## src/rtl/ram_pkg.sv

```systemverilog
// Grid RAM types shared by the occupancy datapath and its readout engine.
package ram_pkg;
  localparam int WIDTH_BITS   = 3;
  localparam int HEIGHT_BITS  = 3;
  localparam int WORD_BITS    = 16;
  localparam int ADDRESS_BITS = WIDTH_BITS + HEIGHT_BITS;
  localparam int GRID_CELLS   = (1 << WIDTH_BITS) * (1 << HEIGHT_BITS);

  typedef logic signed [WORD_BITS-1:0] word_t;
  typedef logic [ADDRESS_BITS-1:0]     address_t;
  typedef logic [WIDTH_BITS-1:0]       width_index_t;
  typedef logic [HEIGHT_BITS-1:0]      height_index_t;

  typedef enum logic [1:0] {IDLE, READ, DRAIN} readout_state_t;

  typedef struct packed {
    logic          last;
    height_index_t y;
    width_index_t  x;
  } cell_tag_t;

  typedef struct packed {
    word_t     data;
    cell_tag_t tag;
  } beat_t;

  // Row-major: y selects the row, x the column within it.
  function automatic address_t index_to_address(input width_index_t x, input height_index_t y);
    return {y, x};
  endfunction
endpackage

```

## src/rtl/readout_fifo.sv

```systemverilog
// Small synchronous FIFO of readout beats; head is zeroed while empty.
module readout_fifo
  import ram_pkg::*;
#(
  parameter int DEPTH = 3
) (
  input  logic                           clock,
  input  logic                           reset_n,
  input  logic                           push,
  input  beat_t                          push_beat,
  input  logic                           pop,
  output beat_t                          head,
  output logic                           not_empty,
  output logic [$clog2(DEPTH+1)-1:0]     count
);
  localparam int PTR_W = $clog2(DEPTH);
  typedef logic [PTR_W-1:0]            ptr_t;
  typedef logic [$clog2(DEPTH+1)-1:0]  cnt_t;

  beat_t mem [DEPTH];
  ptr_t  wr_ptr, rd_ptr;
  logic  do_pop;

  function automatic ptr_t bump(input ptr_t p);
    return (p == ptr_t'(DEPTH-1)) ? '0 : p + ptr_t'(1);
  endfunction

  assign not_empty = (count != '0);
  assign do_pop    = pop && not_empty;
  assign head      = not_empty ? mem[rd_ptr] : '0;

  always_ff @(posedge clock)
    if (push) mem[wr_ptr] <= push_beat;

  always_ff @(posedge clock or negedge reset_n)
    if (!reset_n) begin
      wr_ptr <= '0;
      rd_ptr <= '0;
      count  <= '0;
    end else begin
      if (push)   wr_ptr <= bump(wr_ptr);
      if (do_pop) rd_ptr <= bump(rd_ptr);
      case ({push, do_pop})
        2'b10:   count <= count + cnt_t'(1);
        2'b01:   count <= count - cnt_t'(1);
        default: ;
      endcase
    end
endmodule

```

## src/rtl/occupancy_readout.sv

```systemverilog
// Raster-order grid readout: fixed-latency RAM reads turned into a
// back-pressurable stream, credit-limited so the FIFO can never overflow.
module occupancy_readout
  import ram_pkg::*;
#(
  parameter int READ_LATENCY = 1
) (
  input  logic          clock,
  input  logic          reset_n,
  input  logic          start,
  output logic          busy,
  output logic          done,
  output logic          ram_read_enable,
  output address_t      ram_address,
  input  word_t         ram_data_out,
  output logic          out_valid,
  input  logic          out_ready,
  output word_t         out_data,
  output width_index_t  out_x,
  output height_index_t out_y,
  output logic          out_last
);
  localparam int FIFO_DEPTH = READ_LATENCY + 2;
  localparam int COUNT_W    = $clog2(FIFO_DEPTH + 1);

  readout_state_t state;
  width_index_t   x_issue;
  height_index_t  y_issue;
  logic [READ_LATENCY:1] vld_pipe;
  cell_tag_t      tag_pipe [READ_LATENCY:1];
  logic [COUNT_W-1:0] fifo_count;
  logic           issue, pop, last_cell;
  beat_t          push_beat, head;

  assign last_cell = (&x_issue) && (&y_issue);
  assign pop       = out_valid && out_ready;

  // Reads in the tag pipe plus stored beats never exceed the FIFO depth.
  always_comb
    issue = (state == READ) &&
            (($countones(vld_pipe) + int'(fifo_count)) < FIFO_DEPTH);

  assign ram_read_enable = issue;
  assign ram_address     = index_to_address(x_issue, y_issue);

  always_ff @(posedge clock or negedge reset_n)
    if (!reset_n) begin
      state   <= IDLE;
      x_issue <= '0;
      y_issue <= '0;
      busy    <= 1'b0;
      done    <= 1'b0;
    end else begin
      done <= 1'b0;
      case (state)
        IDLE: if (start) begin
          state   <= READ;
          busy    <= 1'b1;
          x_issue <= '0;
          y_issue <= '0;
        end
        READ: if (issue) begin
          x_issue <= x_issue + width_index_t'(1);
          if (&x_issue) y_issue <= y_issue + height_index_t'(1);
          if (last_cell) state <= DRAIN;
        end
        DRAIN: if (pop && out_last) begin
          state <= IDLE;
          busy  <= 1'b0;
          done  <= 1'b1;
        end
        default: state <= IDLE;
      endcase
    end

  // Clearing the valid bits on reset drops any read still inside the RAM.
  always_ff @(posedge clock or negedge reset_n)
    if (!reset_n) vld_pipe <= '0;
    else begin
      vld_pipe[1] <= issue;
      for (int i = 2; i <= READ_LATENCY; i++) vld_pipe[i] <= vld_pipe[i-1];
    end

  always_ff @(posedge clock) begin
    tag_pipe[1] <= '{last: last_cell, y: y_issue, x: x_issue};
    for (int i = 2; i <= READ_LATENCY; i++) tag_pipe[i] <= tag_pipe[i-1];
  end

  assign push_beat = '{data: ram_data_out, tag: tag_pipe[READ_LATENCY]};

  readout_fifo #(.DEPTH(FIFO_DEPTH)) u_fifo (
    .clock     (clock),
    .reset_n   (reset_n),
    .push      (vld_pipe[READ_LATENCY]),
    .push_beat (push_beat),
    .pop       (pop),
    .head      (head),
    .not_empty (out_valid),
    .count     (fifo_count)
  );

  assign out_data = head.data;
  assign out_x    = head.tag.x;
  assign out_y    = head.tag.y;
  assign out_last = head.tag.last;
endmodule

```

## config.mk

```make
export PLATFORM = sky130hd
export DESIGN_NAME = occupancy_readout
export DESIGN_NICKNAME = d
export VERILOG_FILES = /design/src/rtl/ram_pkg.sv /design/src/rtl/readout_fifo.sv /design/src/rtl/occupancy_readout.sv
export SDC_FILE = /design/constraint.sdc
export NUM_CORES = 1
export LEC_CHECK = 0
export ABC_AREA = 1
export BUFFER_PORTS_ARGS = -buffer_cell sky130_fd_sc_hd__buf_4
export CAP_MARGIN = 15
export CORE_UTILIZATION = 24
export CTS_CLUSTER_DIAMETER = 60
export DETAILED_ROUTE_END_ITERATION = 10
export GPL_ROUTABILITY_DRIVEN = 0
export SKIP_CTS_REPAIR_TIMING = 1
export SLEW_MARGIN = 20
export SYNTH_ARGS = -nofsm -noshare
export SYNTH_HDL_FRONTEND = slang
export SYNTH_HIERARCHICAL = 1
export SYNTH_SLANG_ARGS = --single-unit
export TNS_END_PERCENT = 50
```

## constraint.sdc

```tcl
create_clock -name clock -period 3.41 [get_ports clock]
set_input_delay 0.5115 -clock clock [delete_from_list [all_inputs] [get_ports clock]]
set_output_delay 0.5115 -clock clock [all_outputs]
set_load 0.005 [all_outputs]
```

==> results.sh, run 1 <==
export IMPL_min_period_ps=2539
export IMPL_ant_nets=0
export IMPL_multi_input_area_um2=993.5
export IMPL_avgSynthCellArea_um2=11.48
export IMPL_drt_iter0_markers=139
export IMPL_syn_inst=341
export IMPL_wl_per_cell_um=12.87
export IMPL_rsz0062_at_grt="false"
export IMPL_p_per_area_nw_per_um2=946.7
export IMPL_cts_buffers=9
export IMPL_maxSlewViolCount=0
export IMPL_hold_viol_final=0
export IMPL_ys_types=25
export IMPL_synth_seq_cells=93
export IMPL_critical_path_class="reg -> out"
export IMPL_worst_slew_pin_slew_ps=1021
export IMPL_hpwl_um=5259
export IMPL_synth_area_um2=3916
export IMPL_ys_seq_area_share_pct=67.35
export IMPL_initial_core_util_pct=24.65
export IMPL_grt_pass1_wl_um=12990
export IMPL_cp_start_kind="flop"
export IMPL_die_h_um=129.7
export IMPL_drcViolationCount=0
export IMPL_slew_headroom_pct=31.88
export IMPL_cts_sinks=93
export IMPL_grt_max_degree=28
export IMPL_area_growth_pct=22.81
export IMPL_die_w_um=129.7
export IMPL_cts_max_path_buffers=2
export IMPL_peakVddDrop_mv=0.3377
export IMPL_hold_path_class="in -> async"
export IMPL_worst_ep_required_time_ps=2900
export IMPL_portBuffers=52
export IMPL_clock_latency_ps=340
export IMPL_register_area_um2=2639
export IMPL_whs_ps=37.04
export IMPL_setup_worst_path_end_class="primary output"
export IMPL_fp_dieArea_um2=16830
export IMPL_ios=53
export IMPL_drive_gt1_share_pct=26.32
export IMPL_period_share_pct=74.45
export IMPL_antenna_found_initial=0
export IMPL_drtPass1Iterations=4
export IMPL_wirelength_um=7913
export IMPL_maxCapViolCount=0
export IMPL_synth_warnings=6
export IMPL_fillCellCount=1662
export IMPL_grt_pass1_vias=2571
export IMPL_cp_arrival_ps=2030
export IMPL_clk_pin_slew_ps=60
export IMPL_synthesis_nets=368
export IMPL_grt_overflow_total=0
export IMPL_cts_htree_levels=3
export IMPL_p_leak_nw=2.148
export IMPL_core_region_area_um2=15890
export IMPL_cp_max_fo=24
export IMPL_fin_nets=421
export IMPL_fin_tns_setup_ps=0
export IMPL_setup_viol=0
export IMPL_num_rows=46
export IMPL_cts_root_buf="clkbuf_16"
export IMPL_cts_tree="built"
export IMPL_status="finished clean"
export IMPL_via_per_inst=4.023
export IMPL_finClkSkew_ps=8.173
export IMPL_diodes=0
export IMPL_fmax_mhz=393.9
export IMPL_grt_total_usage_pct=10.33
export IMPL_vias=2474
-- synthesized netlist by cell type, drive strengths merged --
library cell  instances  share of area, %
edfxtp               69                53
dfxtp                 7               3.6
dfrtp                17                11
nand4                 1              0.16
xnor2                 1              0.22
nand3                55               8.3
buf                  12               2.9
nor2                 12               2.1
nor3                  2              0.26
inv                  46               4.5
nand2               106                11
o21ai                 6              0.86
ha                    7               2.2
-- critical path, cell delays in order, from the launching register on --
cell,delay (ps)
dfrtp_1,540
buf_4,300
nor2_8,370
nand2_1,100
nand3_1,120
nand2_1,60
inv_1,70
buf_4,100
-- logic make-up after synthesis --
logic type / after synthesis / synth area share (%)
adders and majority gates: 7 / 2.236
buffers and inverters: 58 / 7.412
and+or+nand+nor: 176 / 21.92
AOI/OAI and AO/OA: 6 / 0.8626
xor gates and xnor gates: 1 / 0.2237
DFF: 93 / 67.35
-- per-layer routing --
layer | track usage (%) | vias to the layer above | share of wire [%]
met5 | 0 | - | 0
met4 | 3.283 | 0 | 1.1
met3 | 3.239 | 8 | 4.7
met2 | 17.46 | 57 | 49
met1 | 12.53 | 1182 | 45
li1 | - | 1227 | -
-- stage by stage --
step / cell area (um^2) / worst slack [ps] / power, mW / utilization, % / std cells
after global routing: 4810 / 707.7 / 4.911 / 30.28 / 615
after CTS: 4808 / 694.1 / 4.630 / 30.27 / 615
final: 4810 / 871.1 / 4.553 / 30.28 / 615
after detailed placement: 4482 / 1068 / 3.539 / 28.21 / 599
after floorplan: 3916 / 885.4 / 2.892 / - / 341
after global placement: 4482 / 1073 / 3.490 / 28.21 / 599
-- cell usage in the layout (no fill, tap or decap) --
master and count:
buf_4 54, bufinv_16 2, clkbuf_16 9, clkinv_1 1, dfrtp_1 16, dfrtp_2 1, dfxtp_1 7, edfxtp_1 69
ha_1 7, inv_1 41, inv_2 4, inv_4 1, inv_6 3, inv_8 1, nand2_1 92, nand2_2 14
nand3_1 45, nand3_2 10, nand4_1 1, nor2_1 8, nor2_4 3, nor2_8 1, nor3_1 1, nor3_2 1
o21ai_0 3, o21ai_1 2, o21ai_2 1, xnor2_1 1
-- report_power, final --
part | internal (mW) | leakage [nW] | total, mW | switching [mW]
Combinational | 0.683 | 1.08 | 1.66 | 0.976
Clock | 0.652 | 0.160 | 1.08 | 0.426
Sequential | 1.58 | 0.903 | 1.82 | 0.232
Total | 2.92 | 2.15 | 4.55 | 1.63
-- area by class of cell --
cell class,instances,share of cell area [%]
Clock buffer,9,4.683
Multi-Input combinational cell,190,20.66
Clock inverter,7,2.107
Sequential cell,93,54.86
Inverter,46,3.642
Timing Repair Buffer,54,8.429
Tap cell,216,5.619
-- state kept, by name, summed over array words and instances (netlist names) --
name / count
busy: 1
done: 1
state: 2
tag_pipe: 7
u_fifo/count: 2
u_fifo/mem: 69
u_fifo/rd_ptr: 2
u_fifo/wr_ptr: 2
vld_pipe: 1
x_issue: 3
y_issue: 3
-- worst paths after layout --
path / from / to / slack, ps / cells after the start
max: u_fifo/rd_ptr[1] / out_x[1] / 870 / 7
min: reset_n / state[1] / 40 / 1
max reg2reg: u_fifo/rd_ptr[1] / busy / 1270 / 9
min reg2reg: y_issue[1] / tag_pipe[1][4] / 450 / 0
max in group asynchronous: reset_n / u_fifo/rd_ptr[0] / 3160 / 1
min in group clock: ram_data_out[9] / u_fifo/mem[1][16] / 360 / 1
Power figures use the tool's default switching activity.
==> inputs of run 2 (changes only) <==
clock period = 2.55 ns   (was 3.41 ns; I/O delays follow)
==> run 2 against run 1 <==
Compared with the run above: non-clock buffer count rose by 6; highest routed layer unchanged; register-to-register slack got worse by 620 ps; via count did not move; critical path type unchanged; flip-flop and latch count did not move; sequential share of layout area fell by 0.23 points; clock skew rose by 1.5 ps; power rose by 32%; largest cell class unchanged; sequential power rose by 31%.
==> results.sh, run 2 (same netlist as run 1, synthesis figures left out) <==
export IMPL_p_leak_nw=2.162
export IMPL_cts_sinks=93
export IMPL_pwr_share_seq_pct=39.8
export IMPL_whs_ps=233.2
export IMPL_worst_ep_required_time_ps=2170
export IMPL_via_per_inst=3.984
export IMPL_grt_total_usage_pct=10.03
export IMPL_worst_path_buf_inv=3
export IMPL_combinationalPowerShare_pct=38.2
export IMPL_crit_slowest_cell="dfrtp_1"
export IMPL_min_from="ram_data_out[15]"
export IMPL_cts_htree_levels=3
export IMPL_cts_root_buf="clkbuf_16"
export IMPL_multi_input_area_um2=993.5
export IMPL_fin_ws_ps=336.6
export IMPL_rr_worst_depth=8
export IMPL_critical_path_class="reg -> out"
export IMPL_drcViolationCount=0
export IMPL_hpwl_um=5325
export IMPL_cp_max_fo=15
export IMPL_registers_top_by_ff_count="u_fifo/mem"
export IMPL_worst_slew_pin_slew_ps=585.5
export IMPL_post_place_ws_ps=603.3
export IMPL_initial_core_util_pct=24.65
export IMPL_setup_worst_path_end_class="primary output"
export IMPL_r2r_end="busy"
export IMPL_r2r_slack_ps=650
export IMPL_diodes=0
export IMPL_portBuffers=52
export IMPL_maxCapViolCount=0
export IMPL_final_common_cell="nand2_1"
export IMPL_die_h_um=129.7
export IMPL_cts_buffers=9
export IMPL_reg2reg_from="u_fifo/rd_ptr[0]"
export IMPL_status="finished clean"
export IMPL_register_area_um2=2638
export IMPL_slew_headroom_pct=60.97
export IMPL_max_stage_delay_ps=710
export IMPL_cts_tree="built"
export IMPL_hold_path_class="in -> reg"
export IMPL_utilization_pct=30.39
export IMPL_antenna_found_initial=0
export IMPL_reg_largest_list="u_fifo/mem (69), tag_pipe (7)"
export IMPL_area_growth_pct=23.26
export IMPL_drt_iter0_markers=143
export IMPL_fp_dieArea_um2=16830
export IMPL_holdPathStages=1
export IMPL_p_per_area_nw_per_um2=1245
export IMPL_core_region_area_um2=15890
export IMPL_min_period_ps=2213
export IMPL_ios=53
export IMPL_clk_pin_slew_ps=70
export IMPL_grt_pass1_vias=2495
export IMPL_path_delay_family="flip-flops"
export IMPL_finClkSkew_ps=9.639
export IMPL_grt_pass1_wl_um=12460
export IMPL_fin_tns_setup_ps=0
export IMPL_peakVddDrop_mv=0.5558
export IMPL_grt_max_degree=25
export IMPL_maxSlewViolCount=0
export IMPL_finalPower_mw=6.008
export IMPL_cp_arrival_ps=1830
export IMPL_num_rows=46
export IMPL_drtPass1Iterations=4
export IMPL_drive_gt1_share_pct=26.91
export IMPL_largest_reg_flops=69
export IMPL_fin_nets=427
export IMPL_fillCellCount=1646
export IMPL_period_share_pct=86.80
export IMPL_ant_nets=0
export IMPL_clock_latency_ps=340
export IMPL_grt_overflow_total=0
export IMPL_p_sw_share_pct=36.18
export IMPL_wirelength_um=7907
export IMPL_die_w_um=129.7
export IMPL_wl_per_cell_um=12.73
export IMPL_cp_start_kind="flop"
export IMPL_layout_common_cells="nand2_1 (92), edfxtp_1 (69), buf_4 (59)"
export IMPL_fmax_mhz=451.8
export IMPL_vias=2474
export IMPL_worstPathCellList="buf_4, nand3_1, nand3_1, nand2_1, inv_1, buf_4"
export IMPL_cts_max_path_buffers=2
export IMPL_hold_path_end="u_fifo/mem[0][22]"
export IMPL_hold_viol_final=0
export IMPL_setup_viol=0
export IMPL_p_switching_mw=2.174
export IMPL_intPower_mw=3.834
export IMPL_clkPwrFrac_pct=22.1
export IMPL_rsz0062_at_grt="false"
run 2: worst max-delay path by stage:
| stage | slack (ps) | cells after the start | from | end |
|---|---|---|---|---|
| after CTS | 310 | 6 | u_fifo/rd_ptr[0] | out_data[12] |
| after global routing | 210 | 6 | u_fifo/rd_ptr[1] | out_x[0] |
| final | 340 | 6 | u_fifo/rd_ptr[0] | out_x[2] |
| after detailed placement | 600 | 8 | u_fifo/rd_ptr[0] | busy |
| after global placement | 660 | 11 | u_fifo/rd_ptr[0] | state[1] |
| after floorplan | 30 | 2 | vld_pipe | u_fifo/mem[2][0] |
run 2: cell type report:
| class | instances | share of cell area [%] |
|---|---|---|
| sequential | 93 | 54.64 |
| multi-input combinational | 190 | 20.58 |
| timing repair buffer | 60 | 9.383 |
| tap | 216 | 5.599 |
| clock buffer | 10 | 4.743 |
| inverter | 46 | 3.629 |
| clock inverter | 6 | 1.426 |
run 2: through the flow:
stage | instance area, um^2 | std cells
finish | 4827 | 621
global placement | 4519 | 604
global route | 4827 | 621
floorplan | 3916 | 341
CTS | 4817 | 620
detailed placement | 4519 | 604
run 2: power groups by stage:
stage	Combinational, mW	Sequential [mW]	Clock, mW
2_1_floorplan	1.56	2.31	0
3_5_place_dp	2.33	2.43	0
6_report	2.29	2.39	1.33
5_1_grt	2.62	2.44	1.41
4_1_cts	2.34	2.40	1.35
3_3_place_gp	2.30	2.41	0
run 2: metal layers:
| layer | up-vias | track usage (%) | part of all wire, % |
|---|---|---|---|
| met5 | - | 0 | 0 |
| met4 | 0 | 3.899 | 1.8 |
| met3 | 13 | 2.911 | 5.3 |
| met2 | 67 | 17.33 | 50 |
| met1 | 1156 | 11.72 | 43 |
| li1 | 1238 | - | - |
